==> config.mk <==
export PLATFORM = sky130hd
export DESIGN_NAME = tl_cntr_multi
export DESIGN_NICKNAME = d
export VERILOG_FILES = /design/src/rtl/tl_cntr_multi_pkg.sv /design/src/rtl/tl_dwell_timer.sv /design/src/rtl/tl_cntr_multi.sv
export SDC_FILE = /design/constraint.sdc
export NUM_CORES = 1
export LEC_CHECK = 0
export BUFFER_PORTS_ARGS = -buffer_cell sky130_fd_sc_hd__buf_2
export CAP_MARGIN = 30
export CORE_AREA = 2 2 39 41
export CTS_BUF_LIST = sky130_fd_sc_hd__clkbuf_4 sky130_fd_sc_hd__clkbuf_8
export CTS_CLUSTER_SIZE = 12
export DETAILED_ROUTE_END_ITERATION = 8
export DIE_AREA = 0 0 41 43
export PLACE_DENSITY_LB_ADDON = 0.12
export REMOVE_ABC_BUFFERS = 1
export SYNTH_ARGS = -nofsm -noshare
export SYNTH_HDL_FRONTEND = slang
export SYNTH_SLANG_ARGS = --single-unit
==> constraint.sdc <==
create_clock -name clk -period 2 [get_ports clk]
set_input_delay 0.2 -clock clk [delete_from_list [all_inputs] [get_ports clk]]
set_output_delay 0.2 -clock clk [all_outputs]
set_load 0.02 [all_outputs]
==> src/rtl/tl_cntr_multi_pkg.sv <==
// Shared phase encodings, lamp codes and small decode helpers for the
// multi-direction traffic-light controller.
package tl_cntr_multi_pkg;

    typedef enum logic [1:0] {
        PH_STR_G  = 2'b00,
        PH_STR_Y  = 2'b01,
        PH_LEFT_G = 2'b10,
        PH_LEFT_Y = 2'b11
    } phase_t;

    localparam logic [1:0] LT_RED = 2'b00;
    localparam logic [1:0] LT_YEL = 2'b01;
    localparam logic [1:0] LT_GRN = 2'b10;

    function automatic logic is_green(input phase_t ph);
        return (ph == PH_STR_G) || (ph == PH_LEFT_G);
    endfunction

    function automatic logic is_left(input phase_t ph);
        return (ph == PH_LEFT_G) || (ph == PH_LEFT_Y);
    endfunction

    // Code driven onto the single active lamp of the served direction.
    function automatic logic [1:0] lamp_code(input phase_t ph);
        return is_green(ph) ? LT_GRN : LT_YEL;
    endfunction

endpackage

==> src/rtl/tl_dwell_timer.sv <==
// Dwell timer for the traffic-light controller: counts cycles spent in the
// current phase and flags the minimum-green, maximum-green and yellow limits.
module tl_dwell_timer
    import tl_cntr_multi_pkg::*;
#(
    parameter int YEL_CYC     = 3,
    parameter int MIN_GRN_CYC = 5,
    parameter int MAX_GRN_CYC = 30
) (
    input  logic clk,
    input  logic reset,
    input  logic clear,
    output logic min_done,
    output logic max_done,
    output logic yel_done
);

    localparam int TW = $clog2(MAX_GRN_CYC) + 1;

    localparam logic [TW-1:0] MIN_LAST = TW'(MIN_GRN_CYC - 1);
    localparam logic [TW-1:0] MAX_LAST = TW'(MAX_GRN_CYC - 1);
    localparam logic [TW-1:0] YEL_LAST = TW'(YEL_CYC - 1);

    logic [TW-1:0] tmr;

    // Holding at the maximum keeps the counter from wrapping; the controller
    // always leaves a phase no later than that point anyway.
    always_ff @(posedge clk) begin
        if (reset || clear) begin
            tmr <= '0;
        end else if (tmr != MAX_LAST) begin
            tmr <= tmr + 1'b1;
        end
    end

    assign min_done = (tmr >= MIN_LAST);
    assign max_done = (tmr == MAX_LAST);
    assign yel_done = (tmr == YEL_LAST);

endmodule

==> src/rtl/tl_cntr_multi.sv <==
// Round-robin traffic-light controller with straight and protected-left phases.
// Define TL_LEFT_SKIP_EN to skip a direction's left phases when no left car waits.
module tl_cntr_multi
    import tl_cntr_multi_pkg::*;
#(
    parameter int N_DIR       = 2,
    parameter int YEL_CYC     = 3,
    parameter int MIN_GRN_CYC = 5,
    parameter int MAX_GRN_CYC = 30,
    localparam int DW         = (N_DIR > 1) ? $clog2(N_DIR) : 1
) (
    input  logic               clk,
    input  logic               reset,
    input  logic [N_DIR-1:0]   t_str,
    input  logic [N_DIR-1:0]   t_left,
    output logic [2*N_DIR-1:0] lt_str,
    output logic [2*N_DIR-1:0] lt_left,
    output logic [DW-1:0]      dir,
    output logic [1:0]         phase
);

    localparam logic [DW-1:0] LAST_DIR = DW'(N_DIR - 1);

    phase_t        ph_q;
    phase_t        ph_n;
    logic [DW-1:0] dir_n;
    logic [DW-1:0] dir_inc;
    logic          change;
    logic          sensor;
    logic          green_exit;
    logic          min_done;
    logic          max_done;
    logic          yel_done;

    tl_dwell_timer #(
        .YEL_CYC     (YEL_CYC),
        .MIN_GRN_CYC (MIN_GRN_CYC),
        .MAX_GRN_CYC (MAX_GRN_CYC)
    ) u_timer (
        .clk      (clk),
        .reset    (reset),
        .clear    (change),
        .min_done (min_done),
        .max_done (max_done),
        .yel_done (yel_done)
    );

    // Explicit wrap keeps non-power-of-two direction counts in range.
    assign dir_inc    = (dir == LAST_DIR) ? '0 : dir + 1'b1;
    assign sensor     = (ph_q == PH_LEFT_G) ? t_left[dir] : t_str[dir];
    assign green_exit = max_done || (min_done && !sensor);

    always_comb begin
        ph_n   = ph_q;
        dir_n  = dir;
        change = 1'b0;
        unique case (ph_q)
            PH_STR_G: begin
                if (green_exit) begin
                    ph_n   = PH_STR_Y;
                    change = 1'b1;
                end
            end
            PH_STR_Y: begin
                if (yel_done) begin
                    change = 1'b1;
`ifdef TL_LEFT_SKIP_EN
                    if (!t_left[dir]) begin
                        ph_n  = PH_STR_G;
                        dir_n = dir_inc;
                    end else begin
                        ph_n  = PH_LEFT_G;
                    end
`else
                    ph_n   = PH_LEFT_G;
`endif
                end
            end
            PH_LEFT_G: begin
                if (green_exit) begin
                    ph_n   = PH_LEFT_Y;
                    change = 1'b1;
                end
            end
            PH_LEFT_Y: begin
                if (yel_done) begin
                    ph_n   = PH_STR_G;
                    dir_n  = dir_inc;
                    change = 1'b1;
                end
            end
            default: begin
                ph_n   = PH_STR_G;
                change = 1'b1;
            end
        endcase
    end

    always_ff @(posedge clk) begin
        if (reset) begin
            dir  <= '0;
            ph_q <= PH_STR_G;
        end else begin
            dir  <= dir_n;
            ph_q <= ph_n;
        end
    end

    assign phase = ph_q;

    // Only the served direction's active lamp is ever lit; everything else red.
    always_comb begin
        lt_str  = {N_DIR{LT_RED}};
        lt_left = {N_DIR{LT_RED}};
        if (is_left(ph_q)) begin
            lt_left[2*int'(dir) +: 2] = lamp_code(ph_q);
        end else begin
            lt_str[2*int'(dir) +: 2]  = lamp_code(ph_q);
        end
    end

endmodule
Word level (Yosys, flattened, before mapping)
Cells that the tools add are included.

word-level totals
  word-level logic and storage cells = 49
  flip-flop bits (word level) = 9
  RAM bits = 0
  bits of input ports = 6
  output and inout port bits = 11
  memories kept = 0
  bits in latches = 0
  memory bits (read-only) = 0

cells by class
  $add $sub $neg = 3
  order comparisons = 2
  $mul = 0
  reduce and logical (&&, ||, !) cells = 11
  bitwise operators = 1
  shifts and indexed selects = 2
  eq/ne operators = 10
  divide/modulo/power cells = 0
  multiplexer cells = 17

operators by type and width
  cell                      number
  $neg A2 Y33               1
  $shift A2 B33 Y4 const A  1
  $shiftx A2 B33 Y4         1
  $mux W2                   5
  $mux W1                   8
  $mux W4                   2
  $pmux W2 S4               1
  $add A6 B1 Y6 const B     1
  $eq A6 B2 Y1 const B      1
  $eq A6 B5 Y1 const B      1
  $ge A6 B3 Y1 const B      1
  $ne A6 B5 Y1 const B      1
  $and A4 B4 Y4             1
  $eq A2 B2 Y1 const B      2
  $logic_or A1 B1 Y1        4
  $ne A2 B1 Y1 const B      2
  $ne A2 B2 Y1 const B      2
  $reduce_and A4 Y1         1
  $reduce_or A2 Y1          2
  $eq A2 B1 Y1 const B      1
  $logic_not A2 Y1          1
  $lt A1 B2 Y1 const B      1
  $pmux W1 S2               1
  $reduce_and A2 Y1         1
  other kinds (3)           3

Depth between registers and ports, before layout
Gate-level depths: netlist of the first run.

  depth after elaboration = 9
  depth in mapped cells = 7
  gate-level depth less buffers = 6

Modules after synthesis
A second synthesis of the first run with hierarchy kept.

unflattened totals
  cells, all modules = 80
  area total of the unflattened synthesis = 670.6 um^2

by module, submodules not included
  module          area an instance (um^2)  cells each  instances
  tl_dwell_timer  352.8                    42          1
  tl_cntr_multi   317.8                    38          1

Worst setup path after synthesis of the first run
No wires, ideal clock.

  kind = reg-to-output
  start point = register ph_q[0], in the netlist phase[0]
  end point = output lt_str[1]
  arrival = 1,755 ps
  slack = 45 ps
  stages on the path, launching flop included = 5
  cells stage by stage = dfxtp_1 > inv_1 > ha_1 > clkbuf_1 > nor4b_1

on the way
  word-level cells in the longest chain between the ends = 6
  elaborated cells on any way between the ends = 9

ends and longest elaborated chain
  item                                                     RTL line                                          text
  start: declaration                                       tl_cntr_multi.sv:24                               phase_t ph_q;
  start signal: assignment                                 tl_cntr_multi.sv:105                              ph_q <= ph_n;
  $eq A2 B2 Y1 / $logic_not A2 Y1 (equally long branches)  tl_cntr_multi_pkg.sv:17, tl_cntr_multi_pkg.sv:21
  $logic_or A1 B1 Y1                                       tl_cntr_multi_pkg.sv:17                           return (ph == PH_STR_G) || (ph == PH_LEFT_G);
  $mux W2                                                  tl_cntr_multi_pkg.sv:26                           return is_green(ph) ? LT_GRN : LT_YEL;
  $shiftx A2 B33 Y4                                        tl_cntr_multi.sv:118                              lt_str[2*int'(dir) +: 2] = lamp_code(ph_q);
  $and A4 B4 Y4 (no line)                                  --
  $mux W4 *                                                tl_cntr_multi.sv:115                              if (is_left(ph_q)) begin
  end: declaration                                         tl_cntr_multi.sv:16                               output logic [2*N_DIR-1:0] lt_str,

Mark *: on every way between the ends. The rest lies on a longest branch, timed or not.

Worst setup path in the final report of the first run
  start point = register ph_q[0], in the netlist phase[0]
  end point = output lt_str[2]

The elaborated chain is that of the path after synthesis.

==> flow_summary_export.csv, run 1 <==
group,metric,value,unit
floorplan,core,0.00138,mm^2
drt,drt_pass1_iterations,4,
power_and_ir_drop,pwr-share-comb,17.0,%
power_and_ir_drop,leakage,0.000346,uW
synthesis,synth_top_cell_area_share,25.9,%
synthesis,syn-cell-area,696,um^2
cells_and_area,instances_no_fill,110,
synthesis,ys_ff_latch,9,
clock_tree,root_buffer,"clkbuf_4",
power_and_ir_drop,power.density,523,mW/mm^2
hold_path,min_path_cells,2,
grt,grtUsageTotal,17.6,%
synthesis,ys_types,31,
floorplan,num_rows,14,
cells_and_area,final_cell_mix,"buf_2 (16), dfxtp_1 (9), ha_1 (8)",
cells_and_area,regArea,180,um^2
sta,slew_headroom,65.8,%
power_and_ir_drop,switching_share,26.5,%
drt,route.detailed.drc,0,
setup_path,path_max_fanout,9,
sta,tightest_slew,0.511,ns
job,drv_cap,0,
drt,vias,599,
synthesis,yosys_warnings,0,
floorplan,floorplan.initialDensity,50.3,%
sta,fin_tns_setup,0,ns
power_and_ir_drop,clkPwrFrac,35.9,%
cells_and_area,finalInstanceArea,810,um^2
setup_path,crit_type,"reg2out",
floorplan,die_area,0.00176,mm^2
place,dpl_cell_area,779,um^2
drt,postRouteAntennaNets,0,
setup_path,ff2ff_setup_slack,0.30,ns
power_and_ir_drop,power.switching,112,uW
hold_path,hp-class,"in2reg",
place,place.port_buffers,16,
cells_and_area,diodes,0,
drt,wirelength,1340,um
grt,antenna_found_initial,0,
floorplan,num_io_pins,17,
cells_and_area,filler_cell_count,136,
clock_tree,path_clk_slew,0.06,ns
synthesis,synth_top_area_cell,"dfxtp_1",
clock_tree,cts_max_level,1,
sta,drv_slew,0,
grt,grt_max_degree,11,
setup_path,reg2reg_depth,4,
power_and_ir_drop,power_frac_seq,47.1,%
synthesis,synth.avg_cell_area,9.03,um^2
sta,fmax,572,MHz
outcome,outcome,"finished, final reports clean",
power_and_ir_drop,internal_power,311,uW
clock_tree,clkSinkCount,9,
clock_tree,cts_hold_buf,0,
drt,initialDrtViolationCount,11,
grt,grt_pass1_wl,2130,um
sta,period_minus_slack,1.75,ns
cells_and_area,multi_input_area,477,um^2
setup_path,r2r_end,"u_timer.tmr[2]",
cells_and_area,mostFrequentLayoutCell,"buf_2",
drt,routedWlPerCell,12.2,um
cells_and_area,syn_to_final_growth,16.4,%
cells_and_area,drive_gt1_share,26.6,%
clock_tree,clk_latency,0.26,ns
setup_path,cp.arrival,1.55,ns
clock_tree,cts_tree,"done",
setup_path,startpoint_type,"flip-flop",
setup_path,cp-end-kind,"primary output",
synthesis,synth_ff_type,"dfxtp_1",
grt,grt_pass1_vias,497,
place,dpl.hpwl,1050,um
sta,period_share,87.4,%
setup_path,crit_start,"phase[0]",
synthesis,yosysSeqAreaShare,25.9,%
sta,hold_violations,0,
setup_path,worst_ep_required_time,1.80,ns
place,gp_congestion,0.675,
cells_and_area,nets,109,
synthesis,postSynthCellCount,77,
clock_tree,cts_setup_buffers,0,
hold_path,hold_start,"reset",
clock_tree,cts_made_buffers,3,
synthesis,async_flop_share,0,%
sta,rsz0062_at_grt,"false",
grt,gr-total-overflow,0,
drt,vias_per_cell,5.45,
power_and_ir_drop,ir_drop,0.311,mV
sta,setup_viol,0,
hold_path,holdPathEnd,"dir",
synthesis,synth_edf_count,0,
floorplan,die_y,43,um
clock_tree,cts_buffer_depth,2,
synthesis,synthTopCellsByArea,"dfxtp_1 (26%), ha_1 (14%), mux2i_1 (5.8%), xnor2_1 (3.8%), xor2_1 (3.8%)",
setup_path,r2r_start,"phase[1]",
sta,fin_worst_skew,0.00511,ns
floorplan,fp.dieW,41,um
clock_tree,post_cts_resized,0,
place,placed_cells,106,
-- worst max-delay path by stage --
stage / slack (ns) / to / cells past startpoint
floorplan: 0.12 / lt_str[1] / 3
global placement: 0.34 / u_timer.tmr[1] / 4
detailed placement: 0.30 / u_timer.tmr[0] / 4
CTS: 0.21 / lt_left[0] / 6
global route: 0.12 / lt_str[2] / 4
finish: 0.25 / lt_str[2] / 4
-- Yosys cell counts, types with 2 or more instances --
master and n:
nor4b_1 2, xnor2_1 3, ha_1 8, xor2_1 3, inv_1 4, nor3_1 3
nor2b_1 2, nor4_1 2, a21oi_1 3, dfxtp_1 9, nand3_1 5, nand2b_1 2
nand2_1 3, mux2i_1 4, a211oi_1 3, nor2_1 6
-- per-stage QoR --
| stage | util [%] | hold WS, ns | setup WS [ns] | power [uW] |
|---|---|---|---|---|
| 2_1_floorplan | - | 0.268 | 0.118 | 254 |
| 3_3_place_gp | 56.3 | 0.508 | 0.342 | 275 |
| 3_5_place_dp | 56.3 | 0.514 | 0.297 | 275 |
| 4_1_cts | 58.5 | 0.237 | 0.214 | 431 |
| 5_1_grt | 58.5 | 0.248 | 0.121 | 447 |
| 6_report | 58.5 | 0.239 | 0.252 | 423 |
-- per-layer routing --
metal	GRT usage, %	share of wire [%]	up-vias
met5	0	0	-
met4	10.0	0.74	0
met3	3.14	6.5	2
met2	26.6	50	18
met1	22.4	43	271
li1	-	-	308
-- power by group through the flow --
stage / registers (uW) / logic, uW / clock network (uW)
2_1_floorplan: 202 / 52.0 / 0
5_1_grt: 200 / 81.4 / 165
4_1_cts: 199 / 72.9 / 160
3_5_place_dp: 203 / 72.0 / 0
6_report: 199 / 72.1 / 152
3_3_place_gp: 203 / 72.5 / 0
-- cell type report --
class | instances | share of cell area (%)
tap | 16 | 2.47
timing repair buffer | 17 | 10.8
clock buffer | 4 | 3.71
sequential | 9 | 22.3
multi-input combinational | 60 | 58.9
inverter | 4 | 1.85
-- registers in the layout, summed over array words and instances, names as in the netlist --
| signal | flops |
|---|---|
| u_timer.tmr | 6 |
| dir | 1 |
| phase | 2 |
-- logic make-up (layout without fill, tap and decap cells) --
logic type,count (synthesis),count (layout),synth area share (%)
multiplexers,4,4,5.76
AO/OA/AOI/OAI,10,10,12.8
buffers and inverters,8,25,5.57
adder cells (fa/ha/maj),8,8,14.4
flip-flops,9,9,25.9
AND/OR/NAND/NOR,32,32,28.1
XOR/XNOR,6,6,7.56
-- critical path, stage by stage, from the launching register on --
cell	delay [ns]
dfxtp_1	0.36
inv_1	0.10
ha_1	0.31
nor4b_1	0.31
buf_2	0.21
No activity file was read; power rests on OpenSTA's default activity.
==> run 2, diff against run 1 <==
Settings changed: ABC_AREA set to 1.
==> flow_summary_export.csv, run 2 <==
group,metric,value,unit
outcome,outcome,"finished, final reports clean",
cells_and_area,regMostFlops,"u_timer.tmr",
setup_path,cp.arrival,1.61,ns
cells_and_area,nets,139,
grt,grt_max_degree,9,
drt,routedWlPerCell,9.37,um
cells_and_area,mostFrequentLayoutCell,"inv_1",
drt,vias_per_cell,4.74,
cells_and_area,drive_gt1_share,21.8,%
setup_path,crit_type,"reg2out",
hold_path,hp-class,"in2reg",
drt,vias,663,
clock_tree,path_clk_slew,0.06,ns
synthesis,synth_top_area_cell,"dfxtp_1",
place,gp_congestion,0.789,
power_and_ir_drop,ir_drop,0.445,mV
synthesis,synth_ff_type,"dfxtp_1",
floorplan,num_io_pins,17,
floorplan,core,0.00138,mm^2
clock_tree,cts_made_buffers,3,
synthesis,yosys_warnings,0,
synthesis,ys_ff_latch,9,
setup_path,cp_cell_sequence,"inv_1, ha_1, nor2_2, nand2_1, nor2_1, buf_2",
sta,tightest_slew,0.279,ns
synthesis,synth_edf_count,0,
synthesis,ys_types,18,
cells_and_area,finalInstanceArea,820,um^2
hold_path,min_path_cells,2,
grt,antenna_found_initial,0,
clock_tree,clkSinkCount,9,
floorplan,die_area,0.00176,mm^2
sta,fmax,552,MHz
clock_tree,cts_setup_buffers,0,
cells_and_area,syn_to_final_growth,19.3,%
sta,slew_headroom,81.4,%
floorplan,die_y,43,um
sta,setup_viol,0,
setup_path,ff2ff_setup_slack,0.55,ns
synthesis,synth_top_cell_area_share,26.2,%
sta,period_minus_slack,1.81,ns
drt,wirelength,1310,um
setup_path,critPathMaxStageDelay,0.38,ns
job,drv_cap,0,
sta,period_share,90.6,%
clock_tree,root_buffer,"clkbuf_4",
grt,grt_pass1_wl,2130,um
cells_and_area,largest_reg_flops,6,
setup_path,reg2reg_depth,8,
synthesis,synth_top_cells_by_count,"inv_1 (24), nor2_1 (18), nand2_1 (15)",
floorplan,num_rows,14,
sta,fin_worst_skew,0.00531,ns
grt,gr-total-overflow,0,
synthesis,postSynthCellCount,104,
place,dpl.hpwl,1040,um
drt,postRouteAntennaNets,0,
drt,initialDrtViolationCount,13,
clock_tree,cts_tree,"done",
grt,grtUsageTotal,17.7,%
floorplan,floorplan.initialDensity,49.6,%
clock_tree,cts_buffer_depth,2,
synthesis,synth.most_common_cell,"inv_1",
power_and_ir_drop,leakage,0.000467,uW
synthesis,synth.avg_cell_area,6.60,um^2
place,dpl_cell_area,787,um^2
power_and_ir_drop,power.density,908,mW/mm^2
setup_path,slowest_stage,"dfxtp_1",
place,place.port_buffers,16,
clock_tree,clk_latency,0.26,ns
setup_path,cp-end-kind,"primary output",
synthesis,synthTopCellsByArea,"dfxtp_1 (26%), ha_1 (15%), inv_1 (13%), nor2_1 (9.8%), nand2_1 (8.2%)",
synthesis,syn-cell-area,687,um^2
sta,hold_violations,0,
clock_tree,cts_max_level,1,
clock_tree,cts_hold_buf,0,
drt,route.detailed.drc,0,
cells_and_area,final_cell_mix,"inv_1 (24), nor2_1 (17), buf_2 (16)",
sta,drv_slew,0,
setup_path,critPathBufInv,2,
sta,rsz0062_at_grt,"false",
clock_tree,post_cts_resized,0,
setup_path,startpoint_type,"flip-flop",
sta,fin_tns_setup,0,ns
setup_path,path_max_fanout,8,
setup_path,crit_family,"simple AND/OR/NAND/NOR gates",
floorplan,fp.dieW,41,um
synthesis,async_flop_share,0,%
setup_path,worst_ep_required_time,1.80,ns
setup_path,worst-path-stages,6,
synthesis,yosysSeqAreaShare,26.2,%
drt,drt_pass1_iterations,4,
grt,grt_pass1_vias,543,
cells_and_area,diodes,0,
[run 2: report_power, final]
part	internal (uW)	switching, uW
registers	200	26.8
clock network	90.3	62.1
logic	129	236
[run 2: final cells by class]
| type | instances | area [um^2] |
|---|---|---|
| well taps | 16 | 20.0 |
| multi-input cells | 70 | 415 |
| inverters | 25 | 93.8 |
| clock buffers | 4 | 30.0 |
| fillers | 139 | 564 |
| flip-flops and latches | 9 | 180 |
| repair buffers | 16 | 80.1 |
[run 2: logic make-up after synthesis]
family | after synthesis | share of synthesized area (%)
XOR/XNOR | 3 | 3.83
buffers and inverters | 25 | 13.7
AND/OR/NAND/NOR | 52 | 36.4
flip-flops | 9 | 26.2
AO/OA/AOI/OAI | 7 | 5.28
adder cells (fa/ha/maj) | 8 | 14.6
[run 2: path summary, 6_finish.rpt]
path                to      from
max          lt_str[2]  phase[0]
min                dir     reset
max reg2reg   phase[1]  phase[0]
min reg2reg   phase[0]  phase[0]
[run 2: metrics by stage]
stage                     util (%)  setup slack, ns  total power [uW]  hold slack, ns  std cells
after floorplan                  -            0.282               495           0.269        104
after global placement        56.9            0.435               582           0.392        136
after detailed placement      56.9            0.332               591           0.391        136
after CTS                     59.0           0.0398               748           0.109        140
after global routing          59.2           0.0164               817           0.102        140
final                         59.2            0.187               744           0.114        140
[run 2: layer usage]
layer | up-vias | track usage, % | wire [um]
met5 | - | 0 | 0
met4 | 0 | 6.00 | 0
met3 | 0 | 7.85 | 77
met2 | 17 | 25.6 | 613
met1 | 285 | 22.8 | 620
li1 | 361 | - | -
==> run 3, diff against run 2 <==
Settings changed: CELL_PAD_IN_SITES_DETAIL_PLACEMENT set to 1, CELL_PAD_IN_SITES_GLOBAL_PLACEMENT set to 2, CORE_AREA 2 2 39 41 to unset, CORE_ASPECT_RATIO set to 1.5, CORE_UTILIZATION set to 28, DIE_AREA 0 0 41 43 to unset.
==> flow_summary_export.csv, run 3 (same netlist as run 2, synthesis figures left out) <==
group,metric,value,unit
outcome,outcome,"finished, final reports clean",
floorplan,core,0.00229,mm^2
grt,gr-total-overflow,0,
clock_tree,post_cts_resized,0,
job,drv_cap,0,
place,placed_cells,143,
clock_tree,cts_made_buffers,3,
drt,routedWlPerCell,11.9,um
setup_path,cp.arrival,1.61,ns
clock_tree,cts_setup_buffers,0,
clock_tree,root_buffer,"clkbuf_4",
sta,hold_violations,0,
cells_and_area,instances_no_fill,147,
drt,initialDrtViolationCount,3,
clock_tree,cts_tree,"done",
floorplan,num_rows,21,
sta,tightest_slew,0.297,ns
cells_and_area,syn_to_final_growth,20.6,%
floorplan,fp.dieW,42.4,um
setup_path,startpoint_type,"flip-flop",
drt,vias_per_cell,4.67,
power_and_ir_drop,ir_drop,0.329,mV
floorplan,die_y,62.7,um
grt,grt_max_degree,9,
drt,drt_pass1_iterations,3,
sta,slew_headroom,80.2,%
sta,fin_worst_skew,0.00157,ns
floorplan,die_area,0.00266,mm^2
setup_path,crit_type,"reg2out",
grt,busiest_layer,"met2",
sta,rsz0062_at_grt,"false",
clock_tree,clkSinkCount,9,
grt,antenna_found_initial,0,
hold_path,hp-class,"in2reg",
place,place.port_buffers,16,
setup_path,worst_ep_required_time,1.80,ns
setup_path,reg2reg_depth,8,
grt,met2_usage,29.0,%
hold_path,min_path_cells,2,
floorplan,floorplan.initialDensity,30.0,%
sta,whs,0.111,ns
sta,drv_slew,0,
sta,setup_viol,0,
drt,postRouteAntennaNets,0,
power_and_ir_drop,totalPowerFinal,761,uW
cells_and_area,nets,139,
cells_and_area,final_cell_mix,"inv_1 (24), nor2_1 (17), buf_2 (16)",
sta,period_share,90.4,%
cells_and_area,mostFrequentLayoutCell,"inv_1",
grt,grtUsageTotal,14.5,%
grt,use_met1,14.2,%
drt,wirelength,1740,um
clock_tree,cts_buffer_depth,2,
sta,period_minus_slack,1.81,ns
power_and_ir_drop,power.density,918,mW/mm^2
setup_path,path_max_fanout,8,
cells_and_area,drive_gt1_share,21.8,%
sta,fmax,553,MHz
clock_tree,clk_latency,0.26,ns
drt,vias,686,
power_and_ir_drop,leakage,0.000467,uW
cells_and_area,filler_cell_count,309,
sta,fin_tns_setup,0,ns
clock_tree,path_clk_slew,0.06,ns
grt,grt_pass1_wl,2970,um
cells_and_area,diodes,0,
grt,grt_util_met3,2.60,%
clock_tree,cts_max_level,1,
cells_and_area,regMostFlops,"u_timer.tmr",
cells_and_area,final_core_utilization,36.2,%
grt,grt_pass1_vias,713,
floorplan,num_io_pins,17,
setup_path,cp-end-kind,"primary output",
clock_tree,cts_hold_buf,0,
place,gp_congestion,0.736,
drt,route.detailed.drc,0,
place,dpl.hpwl,1460,um
cells_and_area,largest_reg_flops,6,
run 3: path summary, 6_finish.rpt:
| check | start | end | slack (ns) |
|---|---|---|---|
| worst min register to register | phase[0] | phase[0] | 0.55 |
| worst max register to register | phase[0] | phase[1] | 0.53 |
| worst min-delay path | reset | dir | 0.11 |
| worst max-delay path | phase[0] | lt_str[2] | 0.19 |
run 3: worst max-delay path, stage by stage, from the launching register on:
cell     delay (ns)
dfxtp_1        0.37
inv_1          0.09
ha_1           0.25
nor2_2         0.26
nand2_1        0.12
nor2_1         0.10
buf_2          0.16
run 3: through the flow:
| step | setup slack (ns) | cell area [um^2] |
|---|---|---|
| 3_3_place_gp | 0.393 | 796 |
| 3_5_place_dp | 0.323 | 796 |
| 6_report | 0.191 | 828 |
| 4_1_cts | 0.0327 | 826 |
| 5_1_grt | 0.0489 | 828 |
| 2_1_floorplan | 0.282 | 687 |
run 3: layout make-up:
class | count | area (um^2) | area share [%]
Sequential cell | 9 | 180 | 21.8
Tap cell | 23 | 28.8 | 3.47
Inverter | 25 | 93.8 | 11.3
Timing Repair Buffer | 16 | 80.1 | 9.67
Clock buffer | 4 | 30.0 | 3.63
Multi-Input combinational cell | 70 | 415 | 50.2
run 3: layer usage:
metal	wire length (um)	share of wire, %	vias to the layer above
met5	0	0	-
met4	12	0.69	0
met3	57	3.3	2
met2	968	56	11
met1	703	40	315
li1	-	-	358
run 3: report_power, final:
part,internal (uW),total [uW],switching (uW)
sequential,200,226,26.1
clock,90.5,157,66.1
combinational,131,378,247
